`config.mk`:
```
export PLATFORM = sky130hd
export DESIGN_NAME = alu_mc
export DESIGN_NICKNAME = d
export VERILOG_FILES = /design/src/rtl/alu_mc.sv
export SDC_FILE = /design/constraint.sdc
export NUM_CORES = 1
export LEC_CHECK = 0
export ABC_AREA = 1
export ABC_CLOCK_PERIOD_IN_PS = 4900
export CELL_PAD_IN_SITES_DETAIL_PLACEMENT = 0
export CELL_PAD_IN_SITES_GLOBAL_PLACEMENT = 2
export CORE_ASPECT_RATIO = 1.75
export CORE_MARGIN = 2
export CORE_UTILIZATION = 35
export CTS_BUF_LIST = sky130_fd_sc_hd__clkbuf_4 sky130_fd_sc_hd__clkbuf_8
export DETAILED_ROUTE_END_ITERATION = 8
export PLACE_DENSITY_LB_ADDON = 0.1
export SLEW_MARGIN = 20
export SYNTH_ARGS = -nofsm -noshare
export SYNTH_HDL_FRONTEND = slang
export SYNTH_SLANG_ARGS = --single-unit
```
`constraint.sdc`:
```
create_clock -name clk -period 4.9 [get_ports clk]
set_input_delay 0.98 -clock clk [delete_from_list [all_inputs] [get_ports clk]]
set_output_delay 0.98 -clock clk [all_outputs]
set_load 0.03 [all_outputs]
```
`src/rtl/alu_mc.sv`:
```
// alu_mc: multi-cycle W-bit ALU with a start/busy/done handshake.
// Single-cycle ops finish one edge after accept; MUL/DIV/MOD iterate W edges
// on operand magnitudes and apply the sign fix-up on the final iteration.
// Result and flags are registered and hold until the next legal completion.
//
// state  | meaning
// IDLE   | waiting for start; operands latched on accept
// EXEC   | single-cycle op, or W-cycle multiply/divide iteration
// DIVZ   | DIV/MOD with B==0, completes in one cycle
module alu_mc #(
    parameter int W = 16
) (
    input  logic         clk,
    input  logic         rst_n,
    input  logic         start,
    input  logic [4:0]   alu_op,
    input  logic [W-1:0] operandA,
    input  logic [W-1:0] operandB,
    output logic         busy,
    output logic         done,
    output logic [W-1:0] resultAccumulator,
    output logic [3:0]   flags
);
    localparam int LW = $clog2(W);

    localparam logic [4:0] OP_ADD = 5'b00000;
    localparam logic [4:0] OP_SUB = 5'b00001;
    localparam logic [4:0] OP_MUL = 5'b00010;
    localparam logic [4:0] OP_DIV = 5'b00011;
    localparam logic [4:0] OP_MOD = 5'b00100;
    localparam logic [4:0] OP_AND = 5'b00101;
    localparam logic [4:0] OP_OR  = 5'b00110;
    localparam logic [4:0] OP_XOR = 5'b00111;
    localparam logic [4:0] OP_LSL = 5'b01000;
    localparam logic [4:0] OP_LSR = 5'b01001;
    localparam logic [4:0] OP_ASR = 5'b01010;
    localparam logic [4:0] OP_NOT = 5'b01101;

    localparam logic [W-1:0] MIN_S = {1'b1, {(W-1){1'b0}}};

    typedef enum logic [1:0] {
        S_IDLE = 2'd0,
        S_EXEC = 2'd1,
        S_DIVZ = 2'd2
    } state_t;

    state_t          state_q, state_d;
    logic [4:0]      op_q, op_d;
    logic [W-1:0]    a_q, a_d;
    logic [W-1:0]    b_q, b_d;
    logic [LW-1:0]   cnt_q, cnt_d;
    logic [2*W-1:0]  acc_q, acc_d;
    logic [2*W-1:0]  mcd_q, mcd_d;
    logic [W-1:0]    mpl_q, mpl_d;
    logic [W-1:0]    rem_q, rem_d;
    logic [W-1:0]    quo_q, quo_d;
    logic [W-1:0]    dvs_q, dvs_d;
    logic [W-1:0]    res_q, res_d;
    logic [3:0]      flg_q, flg_d;
    logic            done_q, done_d;

    logic            in_div;
    logic [W-1:0]    abs_a_in;
    logic [W-1:0]    abs_b_in;
    logic            is_iter;

    assign in_div   = (alu_op == OP_DIV) || (alu_op == OP_MOD);
    assign abs_a_in = operandA[W-1] ? -operandA : operandA;
    assign abs_b_in = operandB[W-1] ? -operandB : operandB;
    assign is_iter  = (op_q == OP_MUL) || (op_q == OP_DIV) || (op_q == OP_MOD);

    assign busy              = (state_q != S_IDLE);
    assign done              = done_q;
    assign resultAccumulator = res_q;
    assign flags             = flg_q;

    function automatic logic [3:0] mk_flags(input logic v, input logic c, input logic [W-1:0] r);
        return {v, c, r[W-1], (r == '0)};
    endfunction

    logic [W:0]        sum, dif, shl, shr;
    logic signed [W:0] sar;
    logic [LW-1:0]     sh_amt;
    logic [W-1:0]      s_res;
    logic              s_c, s_v, s_legal;

    // Single-cycle datapath: add/sub/logic/shift result and carry/overflow.
    always_comb begin
        sh_amt  = b_q[LW-1:0];
        sum     = {1'b0, a_q} + {1'b0, b_q};
        dif     = {1'b0, a_q} - {1'b0, b_q};
        shl     = {1'b0, a_q} << sh_amt;
        shr     = {a_q, 1'b0} >> sh_amt;
        sar     = $signed({a_q, 1'b0}) >>> sh_amt;
        s_res   = '0;
        s_c     = 1'b0;
        s_v     = 1'b0;
        s_legal = 1'b1;
        case (op_q)
            OP_ADD: begin
                s_res = sum[W-1:0];
                s_c   = sum[W];
                s_v   = (a_q[W-1] == b_q[W-1]) && (sum[W-1] != a_q[W-1]);
            end
            OP_SUB: begin
                s_res = dif[W-1:0];
                s_c   = dif[W];
                s_v   = (a_q[W-1] != b_q[W-1]) && (dif[W-1] != a_q[W-1]);
            end
            OP_AND: s_res = a_q & b_q;
            OP_OR:  s_res = a_q | b_q;
            OP_XOR: s_res = a_q ^ b_q;
            OP_NOT: s_res = ~a_q;
            // The extra bit beside the operand catches the last bit shifted out,
            // which is naturally zero for a zero shift amount.
            OP_LSL: begin
                s_res = shl[W-1:0];
                s_c   = shl[W];
            end
            OP_LSR: begin
                s_res = shr[W:1];
                s_c   = shr[0];
            end
            OP_ASR: begin
                s_res = sar[W:1];
                s_c   = sar[0];
            end
            default: s_legal = 1'b0;
        endcase
    end

    logic [2*W-1:0] acc_nx, prod;
    logic [W:0]     rem_sh;
    logic [W-1:0]   rem_sub, rem_nx, quo_nx, quot, remd;
    logic           neg_res;
    logic [W-1:0]   it_res;
    logic           it_v;

    // One shift-add / restoring-divide step plus final sign fix-up.
    always_comb begin
        acc_nx  = mpl_q[0] ? (acc_q + mcd_q) : acc_q;
        rem_sh  = {rem_q, quo_q[W-1]};
        rem_sub = rem_sh[W-1:0] - dvs_q;
        if (rem_sh >= {1'b0, dvs_q}) begin
            rem_nx = rem_sub;
            quo_nx = {quo_q[W-2:0], 1'b1};
        end else begin
            rem_nx = rem_sh[W-1:0];
            quo_nx = {quo_q[W-2:0], 1'b0};
        end
        neg_res = a_q[W-1] ^ b_q[W-1];
        prod    = neg_res ? -acc_nx : acc_nx;
        quot    = neg_res ? -quo_nx : quo_nx;
        remd    = a_q[W-1] ? -rem_nx : rem_nx;
        it_res  = '0;
        it_v    = 1'b0;
        case (op_q)
            OP_MUL: begin
                it_res = prod[W-1:0];
                it_v   = !((&prod[2*W-1:W-1]) || !(|prod[2*W-1:W-1]));
            end
            // MIN / -1 wraps back to MIN; only the overflow flag tells it apart.
            OP_DIV: begin
                it_res = quot;
                it_v   = (a_q == MIN_S) && (&b_q);
            end
            default: it_res = remd;
        endcase
    end

    // Next-state and register updates for the handshake FSM.
    always_comb begin
        state_d = state_q;
        op_d    = op_q;
        a_d     = a_q;
        b_d     = b_q;
        cnt_d   = cnt_q;
        acc_d   = acc_q;
        mcd_d   = mcd_q;
        mpl_d   = mpl_q;
        rem_d   = rem_q;
        quo_d   = quo_q;
        dvs_d   = dvs_q;
        res_d   = res_q;
        flg_d   = flg_q;
        done_d  = 1'b0;
        case (state_q)
            S_IDLE: begin
                if (start) begin
                    op_d    = alu_op;
                    a_d     = operandA;
                    b_d     = operandB;
                    cnt_d   = LW'(W - 1);
                    acc_d   = '0;
                    mcd_d   = {{W{1'b0}}, abs_a_in};
                    mpl_d   = abs_b_in;
                    rem_d   = '0;
                    quo_d   = abs_a_in;
                    dvs_d   = abs_b_in;
                    state_d = (in_div && (operandB == '0)) ? S_DIVZ : S_EXEC;
                end
            end
            S_EXEC: begin
                if (is_iter) begin
                    acc_d = acc_nx;
                    mcd_d = mcd_q << 1;
                    mpl_d = mpl_q >> 1;
                    rem_d = rem_nx;
                    quo_d = quo_nx;
                    if (cnt_q == '0) begin
                        res_d   = it_res;
                        flg_d   = mk_flags(it_v, 1'b0, it_res);
                        done_d  = 1'b1;
                        state_d = S_IDLE;
                    end else begin
                        cnt_d = cnt_q - 1'b1;
                    end
                end else begin
                    if (s_legal) begin
                        res_d = s_res;
                        flg_d = mk_flags(s_v, s_c, s_res);
                    end
                    done_d  = 1'b1;
                    state_d = S_IDLE;
                end
            end
            S_DIVZ: begin
                res_d   = (op_q == OP_DIV) ? {W{1'b1}} : a_q;
                flg_d   = mk_flags(1'b1, 1'b0, (op_q == OP_DIV) ? {W{1'b1}} : a_q);
                done_d  = 1'b1;
                state_d = S_IDLE;
            end
            default: state_d = S_IDLE;
        endcase
    end

    // State and datapath registers; reset aborts any operation in flight.
    always_ff @(posedge clk or negedge rst_n) begin
        if (!rst_n) begin
            state_q <= S_IDLE;
            op_q    <= '0;
            a_q     <= '0;
            b_q     <= '0;
            cnt_q   <= '0;
            acc_q   <= '0;
            mcd_q   <= '0;
            mpl_q   <= '0;
            rem_q   <= '0;
            quo_q   <= '0;
            dvs_q   <= '0;
            res_q   <= '0;
            flg_q   <= '0;
            done_q  <= 1'b0;
        end else begin
            state_q <= state_d;
            op_q    <= op_d;
            a_q     <= a_d;
            b_q     <= b_d;
            cnt_q   <= cnt_d;
            acc_q   <= acc_d;
            mcd_q   <= mcd_d;
            mpl_q   <= mpl_d;
            rem_q   <= rem_d;
            quo_q   <= quo_d;
            dvs_q   <= dvs_d;
            res_q   <= res_d;
            flg_q   <= flg_d;
            done_q  <= done_d;
        end
    end

endmodule
```
# After elaboration in Yosys (flattened, before gate mapping)
# Cells that the tools add are included.
[totals]
inputBits = 40
reg_bits = 192
[op_classes]
n_eq_ne = 25
n_bitwise = 5
n_lt_le_gt_ge = 1
mux = 50
addsub = 10
shift = 3
n_reduce_logical = 29
[op_table]
columns = ["operator", "count"]
rows = [
  ["$mux 16", 15],
  ["$mux 32", 6],
  ["$pmux 16 s2", 5],
  ["$pmux 16 s9", 1],
  ["$pmux 32 s2", 2],
  ["$logic_not 16->1", 4],
  ["$neg 16->16", 4],
  ["$add 32x32->32", 1],
  ["$neg 32->32", 1],
  ["$eq 5x3->1 const B", 5],
  ["$mux 4", 6],
  ["$eq 5x4->1 const B", 4],
  ["$add 16x16->17", 1],
  ["$ge 17x16->1", 1],
  ["$reduce_and 17->1", 1],
  ["$reduce_or 17->1", 1],
  ["$shl 16x4->17", 1],
  ["$shr 17x4->17", 1],
  ["$sshr 17x4->17", 1],
  ["$sub 16x16->17", 1],
  ["$and 16x16->16", 1],
  ["$eq 16x16->1 const B", 1],
  ["$not 16->16", 1],
  ["$or 16x16->16", 1],
  ["30 further kinds", 57],
]

# Longest topological paths before layout
[depth]
word_depth = 12
depth_mapped = 31
depth_no_buf = 30

# Worst setup path after synthesis
# OpenSTA, ideal clock, no wires.
[synth_timing]
kind = "reg2reg"
startpoint = "register b_q[1]"
endpoint = "register flg_q[0], in the netlist flags[0]"
path_slack_ps = 1400
required_ps = 4827
setup_ps = 73
stages_incl_launch_ff = 24
synth_period_minus_slack_ps = 3500
arrival_ps = 3427
cell_sequence = "dfrtp_1 -> clkbuf_1 -> inv_1 -> clkbuf_1 -> buf_1 -> ha_1 -> inv_1 -> a21oi_1 -> nor2_1 -> nor2_1 -> o21ai_0 -> nand3_1 -> nand2_1 -> a21oi_1 -> or2_2 -> nand3_1 -> nand3_1 -> nor2_1 -> nand2_1 -> nor2_1 -> nand3_1 -> nand2_1 -> nand2_1 -> a21oi_2"
[synth_between]
elab_chain_len = 6
elab_cells_between_ends = 13
classes_between = "add/sub: 2; shift: 3; mux: 4; bitwise: 3; reduce/logical: 1"
[synth_rtl]
columns = ["item", "line", "rtl"]
rows = [
  ["start: declaration", "50", "logic [W-1:0] b_q, b_d;"],
  ["start signal: assignment", "243", "b_q <= '0;"],
  ["start signal: assignment", "258", "b_q <= b_d;"],
  ["$sub 16x16->17 (tied with other cells)", "91", "dif = {1'b0, a_q} - {1'b0, b_q};"],
  ["$pmux 16 s9 (*)", "99", "case (op_q)"],
  ["$logic_not 16->1 (*)", "78", "return {v, c, r[W-1], (r == '0)};"],
  ["$mux 4 (*)", "219", "if (s_legal) begin"],
  ["$mux 4 (*)", "204", "if (is_iter) begin"],
  ["$pmux 4 s2 (*)", "187", "case (state_q)"],
  ["end signal: assignment", "267", "flg_q <= flg_d;"],
  ["end: declaration", "59", "logic [3:0] flg_q, flg_d;"],
]
# Every way passes the cells marked *; elsewhere a longest branch is shown, timed or not. The select of a mux whose other input is x is not followed.
# A chain may end at the register's enable or synchronous reset.

# Final worst setup path
[layout_timing]
startpoint = "register rem_q[6]"
endpoint = "register flg_q[0], in the netlist flags[0]"
[layout_between]
elab_chain_len = 9
elab_cells_between_ends = 13
classes_between = "add/sub: 3; order compare: 1; mux: 8; reduce/logical: 1"
[layout_rtl]
columns = ["item", "line", "rtl"]
rows = [
  ["start: declaration", "55", "logic [W-1:0] rem_q, rem_d;"],
  ["start signal: assignment", "263", "rem_q <= rem_d;"],
  ["$sub 16x16->16 or $ge 17x16->1 (tied branches)", "143, 144", ""],
  ["$mux 16 or $mux 1 (tied branches)", "144", "if (rem_sh >= {1'b0, dvs_q}) begin"],
  ["$neg 16->16, on equally long branches", "154, 153", ""],
  ["$mux 16, on equally long branches", "154, 153", ""],
  ["$pmux 16 s2 (*)", "157", "case (op_q)"],
  ["$logic_not 16->1 (*)", "78", ""],
  ["$mux 4 (*)", "210", "if (cnt_q == '0) begin"],
  ["$mux 4 (*)", "204", ""],
  ["$pmux 4 s2 (*)", "187", ""],
]
# Marked as above.

==> run_results.csv <==
group,metric,value,unit
worst_setup_path,cp_common_cell,"nand2_1",
pwr,max-vdd-ir-drop,0.000398,V
place,place_inst,3662,
sta,setup_viol,0,
sta,hold_viol,0,
detailed_routing,post-route-drc-count,0,
min_path,min_path_type,"input port to asynchronous set/reset pin",
cells_and_area,final_core_util,0.388,
global_routing,grt_pass1_wl,129000,µm
yosys,synth.yosys.seq_area_share,0.259,
clock_network,clock_sinks,190,
worst_setup_path,worstSetupEndpoint,"flags[0]$_DFFE_PN0P_",
floorplanning,row_count,111,
yosys,syn-num-nets,3116,
clock_network,cts_tree,"built",
clock_network,clock_latency,530,ps
detailed_routing,routed_wl,87800,µm
clock_network,clkTransAtPathRegs,120,ps
worst_setup_path,cp_slowest_cell,"dfrtp_1",
sta,max_freq,231,MHz
yosys,syn_area,18400,µm²
worst_setup_path,start_kind,"flop",
global_routing,grt_max_degree,118,
worst_setup_path,crit_family,"simple AND/OR/NAND/NOR gates",
yosys,synthArstFlopShare,1.00,
pwr,power.share.clock,0.067,
clock_network,cts_resized,0,
worst_setup_path,r2r_end,"flags[0]$_DFFE_PN0P_",
pwr,comb_power_share,0.762,
pwr,p_leak,0.0102,µW
place,gp_congestion,1.03,
detailed_routing,drt_iter0_drc,1416,
yosys,synth_warnings,0,
yosys,synth_area_per_cell,6.20,µm²
pwr,p_switching,10200,µW
worst_setup_path,reg2reg_from,"rem_q[6]$_DFFE_PN0P_",
sta,fin_crit_sh,0.883,
worst_setup_path,cp_slowest_stage_delay,440,ps
yosys,syn_inst,2967,
yosys,synth_cell_types,67,
clock_network,cts_buffers,17,
clock_network,cts_htree_levels,4,
pwr,p_int,6160,µW
global_routing,grt_pass1_vias,20600,
cells_and_area,fillers,5879,
pwr,power.density,806,nW/µm²
worst_setup_path,ff2ff_path_depth,28,
cells_and_area,syn2layout_area_growth,10.2,%
place,place_area,19900,µm²
clock_network,post_cts_buffers,0,
worst_setup_path,worst-path-stages,28,
detailed_routing,final_antenna_net_count,0,
worst_setup_path,required,5340,ps
worst_setup_path,crit_start,"rem_q[6]$_DFFE_PN0P_",
cells_and_area,seq_area,4750,µm²
sta,rsz0062_at_grt,"no",
yosys,synth_flop_cell,"dfrtp_1",
sta,fin_crit,4330,ps
clock_network,clockBufferDepth,2,
detailed_routing,vias,20300,
cells_and_area,drive_above_1_share,0.0527,
place,place_ws,638,ps
floorplanning,die_width,177,µm
sta,relSlewSlack,0.286,
cells_and_area,stdcell_count,3695,
sta,clock_skew,24.0,ps
pwr,switching_share,0.623,
floorplanning,num_io_pins,62,
detailed_routing,routedWlPerCell,23.8,µm
pwr,p_seq_frac,0.171,
run_status,outcome,"completed",
cells_and_area,multi_input_area,11500,µm²
sta,max_slew.worst_pin.slew,1060,ps
detailed_routing,via_per_inst,5.49,
worst_setup_path,path_max_fanout,27,
yosys,ys_ff_latch,190,
floorplanning,dieArea,54500,µm²
floorplanning,fp.coreArea,52200,µm²
place,post-dp-hpwl,71200,µm
floorplanning,start_util,0.352,
sta,final-max-slew-violation-count,0,
worst_setup_path,critPathCaptureType,"flop",
global_routing,antenna_found_initial,2,
global_routing,grt.total_usage,0.326,
place,port_buffers,61,
cells_and_area,final_nets,3152,
cells_and_area,postLayoutCellArea,20300,µm²
sta,setup_ws,574,ps
clock_network,root_buffer,"clkbuf_8",
flow_run,max_cap_violations,0,
clock_network,cts_hold_buffers,0,
yosys,synth_edf_count,0,
worst_setup_path,r2r_slack,570,ps
sta,tns,0,ps
worst_setup_path,critical_path_buf_inv_count,5,
floorplanning,die_h,307,µm
global_routing,grt_overflow_total,0,
detailed_routing,first_pass_iters,5,
worst_setup_path,path_class,"flop to flop",
worst_setup_path,critPathArrivalTime,4770,ps
## worst min-delay path by stage
stage | from | endpoint
6_report | rst_n | mpl_q[12]$_DFFE_PN0P_
5_1_grt | rst_n | mpl_q[12]$_DFFE_PN0P_
4_1_cts | rst_n | mpl_q[0]$_DFFE_PN0P_
3_5_place_dp | resultAccumulator[0]$_DFFE_PN0P_ | resultAccumulator[0]$_DFFE_PN0P_
3_3_place_gp | mpl_q[4]$_DFFE_PN0P_ | mpl_q[3]$_DFFE_PN0P_
2_1_floorplan | cnt_q[0]$_DFFE_PN0P_ | cnt_q[0]$_DFFE_PN0P_
## metal layers
| layer | vias to the layer above | track usage | share of wire |
|---|---|---|---|
| li1 | 9808 | - | - |
| met1 | 9609 | 0.319 | 0.34 |
| met2 | 607 | 0.613 | 0.53 |
| met3 | 252 | 0.0364 | 0.037 |
| met4 | 0 | 0.251 | 0.092 |
| met5 | - | 0 | 0 |
## synth_stat cells (all sizes together) (7+ instances only)
library cell | instances | area share
a21oi | 148 | 0.040
a221oi | 9 | 0.0043
a31oi | 9 | 0.0031
buf | 24 | 0.0082
clkbuf | 81 | 0.017
clkinv | 10 | 0.0020
dfrtp | 190 | 0.26
ha | 105 | 0.071
inv | 452 | 0.092
nand2 | 871 | 0.18
nand3 | 239 | 0.066
nand3b | 7 | 0.0029
nand4 | 40 | 0.014
nor2 | 240 | 0.052
nor3 | 42 | 0.012
nor4 | 7 | 0.0024
o2111ai | 11 | 0.0052
o211ai | 28 | 0.011
o21ai | 265 | 0.073
o21bai | 8 | 0.0033
o221ai | 30 | 0.014
o22ai | 55 | 0.019
or2 | 8 | 0.0027
xor2 | 30 | 0.014
## power groups by stage
stage                     combinational [µW]  sequential (µW)  clock, µW
after detailed placement               12300             2800          0
final                                  12400             2800       1090
after global routing                   13700             2860       1170
after floorplan                         8030             2700          0
after CTS                              12400             2780       1120
after global placement                 12300             2790          0
## flip-flops by register name, indices dropped and copies added (netlist names)
signal and flops:
mcd_q 32, state_q 2, resultAccumulator 15, mpl_q 16, done 1, dvs_q 15
flags 4, a_q 16, rem_q 16, acc_q 32, op_q 5, cnt_q 4
quo_q 16, b_q 16
## metrics by stage
step	hold WS [ps]	total power [µW]
6_report	299	16300
5_1_grt	282	17700
4_1_cts	267	16300
3_5_place_dp	468	15100
3_3_place_gp	466	15100
2_1_floorplan	451	10700
## cell type report
| class | count | share of cell area |
|---|---|---|
| Antenna cell | 1 | 0.000123 |
| Sequential cell | 190 | 0.235 |
| Tap cell | 678 | 0.0419 |
| Clock inverter | 13 | 0.00636 |
| Multi-Input combinational cell | 2210 | 0.566 |
| Inverter | 462 | 0.0857 |
| Timing Repair Buffer | 122 | 0.0535 |
| Clock buffer | 19 | 0.0123 |
## cell usage in the layout (no fill, tap or decap), types with 4 or more instances in the layout
cell type and count:
nand2_1 854, inv_1 442, o21ai_0 254, nand3_1 234, nor2_1 226, dfrtp_1 190
a21oi_1 147, ha_1 104, clkdlybuf4s50_1 60, buf_4 60, o22ai_1 55, nand4_1 40
nor3_1 39, o221ai_1 30, xor2_1 30, o211ai_1 28, clkbuf_8 18, nand2_2 14
o2111ai_1 11, nor2_2 10, clkinv_1 10, inv_2 9, a31oi_1 9, a221oi_1 9
o21bai_1 8, or2_2 8, nand3b_1 7, nor4_1 7, o21ai_1 7, o31ai_1 6
nand3_2 5, a41oi_1 5, o21a_1 5, nor2_4 4, a21o_1 4, mux2i_1 4
fa_1 4, inv_8 4
## worst reg2reg max path: cells and delay by family, from the launching register on
| kind | cells | cell delay [ps] |
|---|---|---|
| buffers and inverters | 5 | 370 |
| and+or+nand+nor | 15 | 1820 |
| adders and majority gates | 2 | 530 |
| AOI/OAI and AO/OA | 6 | 1070 |
| DFF | 1 | 440 |
## logic make-up after synthesis
kind of cell	after synthesis	share of synthesized area
flip-flops	190	0.259
adder cells (fa/ha/maj)	109	0.0758
XOR/XNOR	31	0.0148
AND/OR/NAND/NOR	1461	0.336
buffers and inverters	567	0.119
multiplexers	4	0.00218
AO/OA/AOI/OAI	605	0.193
Power figures use the tool's default switching activity.
